===== config.mk =====
export PLATFORM = sky130hd
export DESIGN_NAME = syncfifo_read_ctrl
export DESIGN_NICKNAME = d
export VERILOG_FILES = /design/src/rtl/syncfifo_read_ctrl.sv
export SDC_FILE = /design/constraint.sdc
export NUM_CORES = 1
export LEC_CHECK = 0
export ABC_AREA = 1
export BUFFER_PORTS_ARGS = -buffer_cell sky130_fd_sc_hd__buf_2
export CORE_ASPECT_RATIO = 0.75
export CORE_MARGIN = 5
export CORE_UTILIZATION = 45
export CTS_CLUSTER_DIAMETER = 120
export DETAILED_ROUTE_END_ITERATION = 8
export PLACE_DENSITY = 0.78
export SYNTH_ARGS = -nofsm -noshare
export SYNTH_HDL_FRONTEND = slang
export SYNTH_SLANG_ARGS = --single-unit

===== constraint.sdc =====
create_clock -name clk -period 2.85 [get_ports clk]
set_clock_uncertainty 0.2 [all_clocks]
set_input_delay 0.57 -clock clk [delete_from_list [all_inputs] [get_ports clk]]
set_output_delay 0.57 -clock clk [all_outputs]
set_load 0.005 [all_outputs]

===== src/rtl/syncfifo_read_ctrl.sv =====
// Read-side controller for the systolic sync FIFO: issues storage reads and presents
// entries through a 2-entry val/rdy output buffer. Optional macro: SYNCFIFO_RD_COUNT_EN.
module syncfifo_read_ctrl #(
    parameter int unsigned DEPTH      = 4,
    parameter int unsigned PTR_WIDTH  = $clog2(DEPTH) + 1,
    parameter int unsigned DATA_WIDTH = 32,
    parameter int unsigned CNT_WIDTH  = $clog2(DEPTH + 3)
) (
    input  logic                  clk,
    input  logic                  rst,
    input  logic [PTR_WIDTH-1:0]  w_ptr,
    output logic [PTR_WIDTH-1:0]  r_ptr,
    output logic                  ren,
    output logic [PTR_WIDTH-2:0]  raddr,
    input  logic [DATA_WIDTH-1:0] rdata,
    output logic                  deq_val,
    input  logic                  deq_rdy,
    output logic [DATA_WIDTH-1:0] deq_msg,
    output logic                  empty
`ifdef SYNCFIFO_RD_COUNT_EN
    ,
    output logic [CNT_WIDTH-1:0]  count
`endif
);

    logic [DATA_WIDTH-1:0] slot [2];
    logic                  head;
    logic                  tail;
    logic [1:0]            bcnt;
    logic                  inflight;
    logic                  deq_fire;
    logic [2:0]            credit;

    assign empty    = (w_ptr == r_ptr);
    assign raddr    = r_ptr[PTR_WIDTH-2:0];
    assign deq_val  = (bcnt != 2'd0);
    assign deq_msg  = slot[head];
    assign deq_fire = deq_val & deq_rdy;

    // Buffer slots already claimed after this edge; a read needs a free one.
    assign credit = 3'(bcnt) + 3'(inflight) - 3'(deq_fire);
    assign ren    = ~empty & ~rst & (credit < 3'd2);

    always_ff @(posedge clk) begin
        if (rst) begin
            r_ptr    <= '0;
            inflight <= 1'b0;
            head     <= 1'b0;
            tail     <= 1'b0;
            bcnt     <= 2'd0;
            slot[0]  <= '0;
            slot[1]  <= '0;
        end else begin
            if (ren) begin
                r_ptr <= r_ptr + PTR_WIDTH'(1);
            end
            inflight <= ren;
            if (inflight) begin
                slot[tail] <= rdata;
                tail       <= ~tail;
            end
            if (deq_fire) begin
                head <= ~head;
            end
            // Simultaneous fill and drain leaves occupancy unchanged.
            if (inflight && !deq_fire) begin
                bcnt <= bcnt + 2'd1;
            end else if (!inflight && deq_fire) begin
                bcnt <= bcnt - 2'd1;
            end
        end
    end

`ifdef SYNCFIFO_RD_COUNT_EN
    logic [PTR_WIDTH-1:0] stored;

    assign stored = w_ptr - r_ptr;
    assign count  = rst ? '0 : CNT_WIDTH'(stored) + CNT_WIDTH'(inflight) + CNT_WIDTH'(bcnt);
`endif

endmodule


==> results.cfg, run 1 <==
[status]
outcome = finished with violations
violations = setup timing

[logic_synthesis]
synth.cell_area_sq_mm = 0.00338
synth-seq-cells = 73
seq_area_frac_synth_pct = 62.1
synthCells = 277
yosysTopAreaCell = edfxtp_1
synth_top_area_share_pct = 56.8
syn_nets = 319
avgSynthCellArea_sq_um = 12.2
synthTopCellsByArea = edfxtp_1 57%, mux2_2 8.7%, nor2_1 6.1%
ys_types = 23
yosysWarnings = 0

[placement]
portBuffers = 77
hpwl_um = 4160
dp.cells = 455
pre_cts_ws_ns = -0.117
place.gp.congestion = 0.777

[layout]
antenna-diode-count = 0
drive_gt1_share_pct = 48.5
final_common_cell = buf_2
finalNetCount = 416
area_growth_pct = 23.5
final_util_pct = 57.0
final_cell_mix = 77 x buf_2, 64 x edfxtp_1, 54 x nor2_1, 40 x inv_1, 26 x mux2_2
fin_cells = 480

[worst_setup_path]
timing.rr.end = r_ptr[0]$_SDFFE_PP0P_
cp_max_fo = 2
cp.required_ns = 2.08
crit-reg2reg-launch = bcnt[1]$_SDFFE_PP0N_
arrival_ns = 2.24
ff2ff_setup_slack_ns = 0.46
start_kind = flip-flop
crit_path_end_kind = primary output
critical_path_class = flip-flop to primary output
worst_r2r_path_depth = 14
crit_start = bcnt[1]$_SDFFE_PP0N_
cp-endpoint = ren

[sta]
finalMaxSlewViolations = 0
slew-limit-headroom_pct = 70.9
hold_violations = 0
min_period_ns = 3.01
worstMarginPinSlew_ns = 0.436
setup_ws_ns = -0.162
period_share_pct = 106
setup_tns_ns = -0.162
hold-worst-slack_ns = 0.266
max_freq_ghz = 0.332
grt_setup_unrepaired = true
setup-violations-final = 1

[grt]
grt_usage_pct = 14.0
antenna_found_initial = 0
grt_pass1_vias = 2217
grt_pass1_wl_um = 10100
grt_max_degree = 34
grt-ovfl-total = 0

[floorplanning]
coreArea_sq_mm = 0.00733
die_y_um = 85.1
die_area_sq_mm = 0.00937
start_util_pct = 46.2
rows = 27
pin_count = 78
die_w_um = 110

[pwr]
leakagePower_uw = 0.00197
vdd_drop_max_mv = 0.408
power_density_mw_per_mm2 = 827

[drt]
routed_wirelength_um = 6370
avgRoutedWirePerCell_um = 13.3
via_per_inst = 4.55
drtPass1Iterations = 4
antenna_left = 0
drtIter0Drc = 114
vias = 2186
drc = 0

[clock_tree]
hold_buffers = 0
cts_buffers = 9
clock_sinks = 73
clk_path_buf_depth = 2
root_buffer = clkbuf_8
path_clk_slew_ns = 0.07
clk_latency_ns = 0.33
htree_levels = 3
cts_tree = done

[run]
maxCapViolations = 0

[worst_hold_path]
hp-class = flip-flop to flip-flop
how the worst min path moves through the flow:
stage	start	end	slack, ns	cells after the start
final	head$_SDFFE_PP0P_	flip-flop	0.27	1
after global placement	head$_SDFFE_PP0P_	flip-flop	0.23	1
after detailed placement	head$_SDFFE_PP0P_	flip-flop	0.24	1
after CTS	head$_SDFFE_PP0P_	flip-flop	0.26	1
after global routing	head$_SDFFE_PP0P_	flip-flop	0.28	1
after floorplan	head$_SDFFE_PP0P_	flip-flop	0.23	1
critical path, stage by stage, from the launching register on:
cell     delay, ns
dfxtp_2       0.32
inv_2         0.06
nand2_2       0.06
nand2_2       0.09
inv_2         0.06
ha_4          0.25
nor2_4        0.09
inv_2         0.05
fa_2          0.53
nand3_2       0.08
nor2_4        0.13
nand2_4       0.06
inv_2         0.05
buf_2         0.10
through the flow:
stage | power [uW] | area, sq um
final | 3460 | 4180
after global routing | 3670 | 4180
after CTS | 3420 | 4130
after detailed placement | 2540 | 3880
after global placement | 2500 | 3880
after floorplan | 2160 | 3380
cell families after synthesis:
family,synth area share (%)
DFF,62.1
buffers and inverters,9.32
xor gates and xnor gates,0.518
and+or+nand+nor,13.7
adders and majority gates,1.70
muxes,11.3
AOI/OAI and AO/OA,1.33
cell type report:
type / instances / area, sq um
clock buffers: 13 / 159
clock inverters: 3 / 40.0
fillers: 623 / 3150
inverters: 47 / 176
multi-input cells: 144 / 995
flip-flops and latches: 73 / 2110
well taps: 101 / 126
repair buffers: 99 / 576
timing repair:
item,in CTS,in global routing
endpoints found under the setup margin,1,1
resized for setup,7,4
pin swaps,1,7
setup buffers,4,5
routing by layer:
metal	up-vias	global-route usage, %	share of wire, %
met5	-	0	0
met4	0	4.03	1.6
met3	12	5.17	8.2
met2	63	23.3	47
met1	1016	16.9	43
li1	1095	-	-
report_power, final:
| group | switching [uW] | leakage [uW] | internal (uW) |
|---|---|---|---|
| Clock | 345 | 0.000103 | 450 |
| Combinational | 593 | 0.00112 | 622 |
| Sequential | 93.9 | 0.000741 | 1350 |
| Total | 1030 | 0.00197 | 2430 |
cell usage after synthesis:
cell type  number
ha_1            3
nor2_4          2
mux2_4          6
nand3_2         2
nand2_4         2
buf_4           2
mux2_2         26
nand2_1        16
fa_1            1
a21oi_1         5
nand2_2         1
inv_1          42
o21ai_1         2
nor2_1         55
nor2_2         15
nand3_1         3
o21ai_0         2
xnor2_1         2
edfxtp_1       64
buf_6          11
inv_2           5
nand3_4         1
dfxtp_1         9
flip-flops by register name, indices dropped and copies added (netlist names), named ones only:
signal / cells
bcnt: 2
head: 1
inflight: 1
r_ptr: 3
slot: 64
tail: 1
(Power assumes the default switching activity.)
==> run 2, diff against run 1 <==
CORE_UTILIZATION = 30   (was 45)
PLACE_DENSITY = 0.59   (was 0.78)
==> run 2 against run 1 <==
The run still ends with setup timing left. Sequential share of layout area decreased by 2.2 points. First-iteration DRC count decreased by 6.1%. Clock-buffer cell count is 4 lower. Fmax up 1.3%. Largest cell class unchanged. Highest routed layer unchanged. Core utilization decreased by 17 points. Via count grew 2.8%. Worst setup slack improved by 0.039 ns. Global-route usage down 2.9 points.
==> results.cfg, run 2 (synthesized netlist as in run 1, its figures left out) <==
[grt]
grt_pass1_vias = 2339
grt_usage_pct = 11.1
grt_max_degree = 34
antenna_found_initial = 0
grt-ovfl-total = 0
grt_pass1_wl_um = 11400

[layout]
drive_gt1_share_pct = 49.2
final_util_pct = 39.7
fillers = 1075
antenna-diode-count = 0
multi_input_area_sq_mm = 0.00100
final_cell_mix = 77 x buf_2, 64 x edfxtp_1, 54 x nor2_1, 40 x inv_1
largest-register = slot
design_area_sq_mm = 0.00436
top_regs = slot x64, r_ptr x3, bcnt x2
area_growth_pct = 28.9
fin_cells = 526
finalNetCount = 423
final_common_cell = buf_2
seq_area_sq_mm = 0.00210
largest_reg_flops = 64

[sta]
min_period_ns = 2.97
period_share_pct = 104
hold-worst-slack_ns = 0.259
setup-violations-final = 2
grt_setup_unrepaired = true
hold_violations = 0
max_freq_ghz = 0.336
setup_ws_ns = -0.123
finalMaxSlewViolations = 0
worstMarginPinSlew_ns = 0.460
slew-limit-headroom_pct = 69.3

[worst_setup_path]
path_cells = inv_2 -> nand2_2 -> nand2_2 -> buf_4 -> buf_4 -> buf_4 -> buf_4 -> buf_4 -> buf_4 -> buf_4 -> buf_4 -> buf_4 -> buf_4 -> buf_4 -> buf_4 -> buf_4 -> ha_1 -> a21oi_2 -> o21ai_1 -> o21ai_1 -> a21oi_1
timing.rr.end = bcnt[1]$_SDFFE_PP0N_
crit_slowest_cell = dfxtp_2
cp_max_fo = 2
start_kind = flip-flop
arrival_ns = 2.98
ff2ff_setup_slack_ns = -0.12
crit-reg2reg-launch = bcnt[1]$_SDFFE_PP0N_
crit_path_end_kind = flip-flop
worst-path-buf-inv = 14
cp.required_ns = 2.86
worst_r2r_path_depth = 21
cpMostUsedCell = buf_4
critical_path_class = flip-flop to flip-flop
critPathTopFamily = buffers and inverters
max_stage_delay_ns = 0.33
crit_start = bcnt[1]$_SDFFE_PP0N_

[drt]
drtIter0Drc = 107
drc = 0
vias = 2248
routed_wirelength_um = 7070
drtPass1Iterations = 4
via_per_inst = 4.27
avgRoutedWirePerCell_um = 13.4
antenna_left = 0

[placement]
portBuffers = 77
dp.cells = 491
place_area_sq_mm = 0.00393
place.gp.congestion = 0.757
hpwl_um = 4540

[status]
outcome = finished with violations
violations = setup timing

[worst_hold_path]
min_from = head$_SDFFE_PP0P_
hold_depth = 1
hp-class = flip-flop to flip-flop

[clock_tree]
cts_tree = done
path_clk_slew_ns = 0.06
clock_sinks = 73
clk_latency_ns = 0.32
cts_buffers = 9
hold_buffers = 0
htree_levels = 3
root_buffer = clkbuf_16
clk_path_buf_depth = 2

[floorplanning]
pin_count = 78
die_y_um = 102
die_w_um = 133
die_area_sq_mm = 0.0135
start_util_pct = 30.8
rows = 33
coreArea_sq_mm = 0.0110

[run]
maxCapViolations = 0

[pwr]
vdd_drop_max_mv = 0.403
leakagePower_uw = 0.00201
power_density_mw_per_mm2 = 855
## run 2: changes by cell type in the layout (fill, tap and decap cells not counted), moves of 3 or more
cell        previous run  this run
buf_4                 20        26
clkbuf_16              0         9
clkbuf_8              11         0
clkinv_1               0         4
clkinvlp_4             0         3
## run 2: worst max path at each step
| stage | slack [ns] | depth (start not counted) | endpoint |
|---|---|---|---|
| final | -0.12 | 21 | bcnt[1]$_SDFFE_PP0N_ |
| after global routing | -0.23 | 13 | ren |
| after CTS | -0.15 | 13 | ren |
| after detailed placement | -0.16 | 12 | ren |
| after global placement | -0.10 | 12 | ren |
| after floorplan | 0.1 | 10 | ren |
## run 2: repair_timing
item,CTS,global route
pin swaps,7,5
setup endpoints to repair,1,2
cloned,0,0
hold endpoints to repair,0,0
buffers inserted,19,0
resized for setup,9,3
## run 2: per-stage QoR
stage / setup slack (ns) / setup TNS [ns] / total power [uW]
CTS: -0.151 / -0.247 / 3760
detailed placement: -0.162 / -0.162 / 2540
floorplan: 0.0977 / 0 / 2160
global route: -0.229 / -0.444 / 3980
global placement: -0.101 / -0.101 / 2510
finish: -0.123 / -0.217 / 3730
## run 2: final cells by class
class,instances,share of cell area [%]
inverters,47,4.04
repair buffers,106,14.7
flip-flops and latches,73,48.2
multi-input cells,144,23.0
clock buffers,9,5.16
clock inverters,7,0.860
well taps,140,4.01
## run 2: power by group
group	internal (uW)	leakage (uW)	switching, uW
sequential	1350	0.000740	101
clock	576	0.000118	406
combinational	688	0.00116	608
total	2620	0.00201	1120
## run 2: metal layers
metal	share of wire, %	GRT usage (%)	routed length [um]
met1	43	12.2	3010
met2	50	19.6	3560
met4	1.2	4.55	85
met3	5.8	4.13	413
met5	0	0	0
==> run 3, diff against run 2 <==
SETUP_SLACK_MARGIN = 0.1   (was not set)
==> run 3 against run 2 <==
The flow still finishes with violations (setup timing). Via count is 4.3% lower. Clock-buffer cell count stayed put. Global-route usage is 0.58 points lower. Worst setup slack better by 0.036 ns. Cell count is 1.7% lower. Combinational power is 8% lower. Total power hardly changed. Sequential share of layout area is 0.80 points higher. Fmax is 1.2% higher. First-iteration DRC count is 50% lower. Flip-flop and latch count stayed put. Non-clock buffer count is 9 lower. Critical endpoint is now ren. Largest cell class unchanged.
==> results.cfg, run 3 (synthesized netlist as in run 1, its figures left out) <==
[layout]
top_regs = slot x64, r_ptr x3, bcnt x2
fillers = 1073
antenna-diode-count = 0
final_common_cell = buf_2
largest_reg_flops = 64
area_growth_pct = 26.8
largest-register = slot
finalNetCount = 414
drive_gt1_share_pct = 47.5
final_cell_mix = 76 x buf_2, 64 x edfxtp_1, 54 x nor2_1, 40 x inv_1, 26 x mux2_2

[worst_setup_path]
cp.required_ns = 2.08
cpMostUsedCell = inv_2
crit_path_end_kind = primary output
ff2ff_setup_slack_ns = 0.42
crit_slowest_cell = fa_2
critical_path_class = flip-flop to primary output
timing.rr.end = r_ptr[0]$_SDFFE_PP0P_
start_kind = flip-flop
worst_r2r_path_depth = 15
crit-reg2reg-launch = bcnt[1]$_SDFFE_PP0N_
worst-path-buf-inv = 5
critPathTopFamily = adder cells
max_stage_delay_ns = 0.52
arrival_ns = 2.17
path_cells = inv_2 -> nand2_2 -> nand2_2 -> inv_2 -> ha_4 -> nor2_4 -> inv_2 -> fa_2 -> nand3_2 -> nor2_4 -> nand2_4 -> inv_2 -> buf_6
cp_max_fo = 2

[grt]
grt_use_met2_pct = 18.0
busiest_layer = met2
antenna_found_initial = 0
use_met3_pct = 4.53
gr-usage-met1_pct = 12.0
grt_pass1_vias = 2240
grt_max_degree = 34
grt-ovfl-total = 0
grt_usage_pct = 10.5
grt_pass1_wl_um = 10900

[sta]
setup-violations-final = 1
period_share_pct = 103
min_period_ns = 2.94
setup_tns_ns = -0.0877
worstMarginPinSlew_ns = 0.492
setup_ws_ns = -0.0877
finalMaxSlewViolations = 0
grt_setup_unrepaired = true
max_freq_ghz = 0.340
slew-limit-headroom_pct = 67.2
hold-worst-slack_ns = 0.256
hold_violations = 0

[worst_hold_path]
min_from = head$_SDFFE_PP0P_
hp-class = flip-flop to flip-flop
holdPathEnd = head$_SDFFE_PP0P_
hold_depth = 1

[drt]
drtIter0Drc = 53
vias = 2152
routed_wirelength_um = 7030
avgRoutedWirePerCell_um = 13.6
antenna_left = 0
via_per_inst = 4.16
drtPass1Iterations = 4
drc = 0

[run]
maxCapViolations = 0

[status]
violations = setup timing
outcome = finished with violations

[placement]
place.gp.congestion = 0.742
portBuffers = 77
hpwl_um = 4480

[floorplanning]
coreArea_sq_mm = 0.0110
rows = 33
start_util_pct = 30.8
die_w_um = 133
die_area_sq_mm = 0.0135
die_y_um = 102
pin_count = 78

[pwr]
seqPwrFrac_pct = 39.1
vdd_drop_max_mv = 0.290
power_density_mw_per_mm2 = 869
leakagePower_uw = 0.00198
p_clk_share_pct = 28.8
power_switching_uw = 1090
p_int_uw = 2640
p_sw_share_pct = 29.2
combinationalPowerShare_pct = 32.1

[clock_tree]
hold_buffers = 0
clk_latency_ns = 0.33
path_clk_slew_ns = 0.06
clock_sinks = 73
cts_tree = done
root_buffer = clkbuf_16
clk_path_buf_depth = 2
htree_levels = 3
cts_buffers = 9
==> run 3: cell types whose count changed in the layout (fill, tap and decap cells not counted), sizes merged <==
cell / before / now
buf: 106 / 97
bufinv: 0 / 1
clkinvlp: 3 / 2
==> run 3: per-layer routing <==
layer,share of wire (%),vias to the layer above
met3,6.8,10
met1,44,999
met2,47,60
li1,-,1083
met5,0,-
met4,1.3,0
==> run 3: area by class of cell <==
cell class                      instances  area [sq um]  area share [%]
Multi-Input combinational cell        144           995            23.2
Sequential cell                        73          2100            49.0
Timing Repair Buffer                   97           554            12.9
Clock buffer                            9           225            5.25
Clock inverter                          7          61.3            1.43
Inverter                               47           176            4.11
Tap cell                              140           175            4.08
==> run 3: stage by stage <==
stage | setup slack (ns) | total power (uW) | utilization (%) | cell area [sq um] | std cells
floorplan | 0.115 | 2170 | - | 3400 | 277
global route | -0.212 | 3950 | 39.1 | 4290 | 517
finish | -0.0877 | 3730 | 39.1 | 4290 | 517
detailed placement | -0.0801 | 2560 | 35.7 | 3920 | 493
CTS | -0.142 | 3720 | 38.7 | 4250 | 513
global placement | -0.0535 | 2540 | 35.7 | 3920 | 493
==> run 3: worst max-delay path by stage <==
stage,start,to,slack [ns],cells after the start
2_1_floorplan,deq_rdy,ren,0.11,10
3_3_place_gp,deq_rdy,ren,-0.05,12
3_5_place_dp,deq_rdy,ren,-0.08,12
4_1_cts,bcnt[1]$_SDFFE_PP0N_,ren,-0.14,13
5_1_grt,bcnt[1]$_SDFFE_PP0N_,ren,-0.21,13
6_report,bcnt[1]$_SDFFE_PP0N_,ren,-0.09,13
==> run 3: power by group through the flow <==
stage,clock network [uW],logic (uW),registers [uW]
floorplan,0,731,1440
global placement,0,1060,1480
detailed placement,0,1080,1490
CTS,1110,1140,1470
global route,1150,1320,1480
finish,1070,1200,1460
==> run 3: timing repair <==
action,4_1_cts,5_1_grt
resized for setup,5,4
pin swaps,6,3
setup endpoints to repair,1,1
setup buffers,4,4
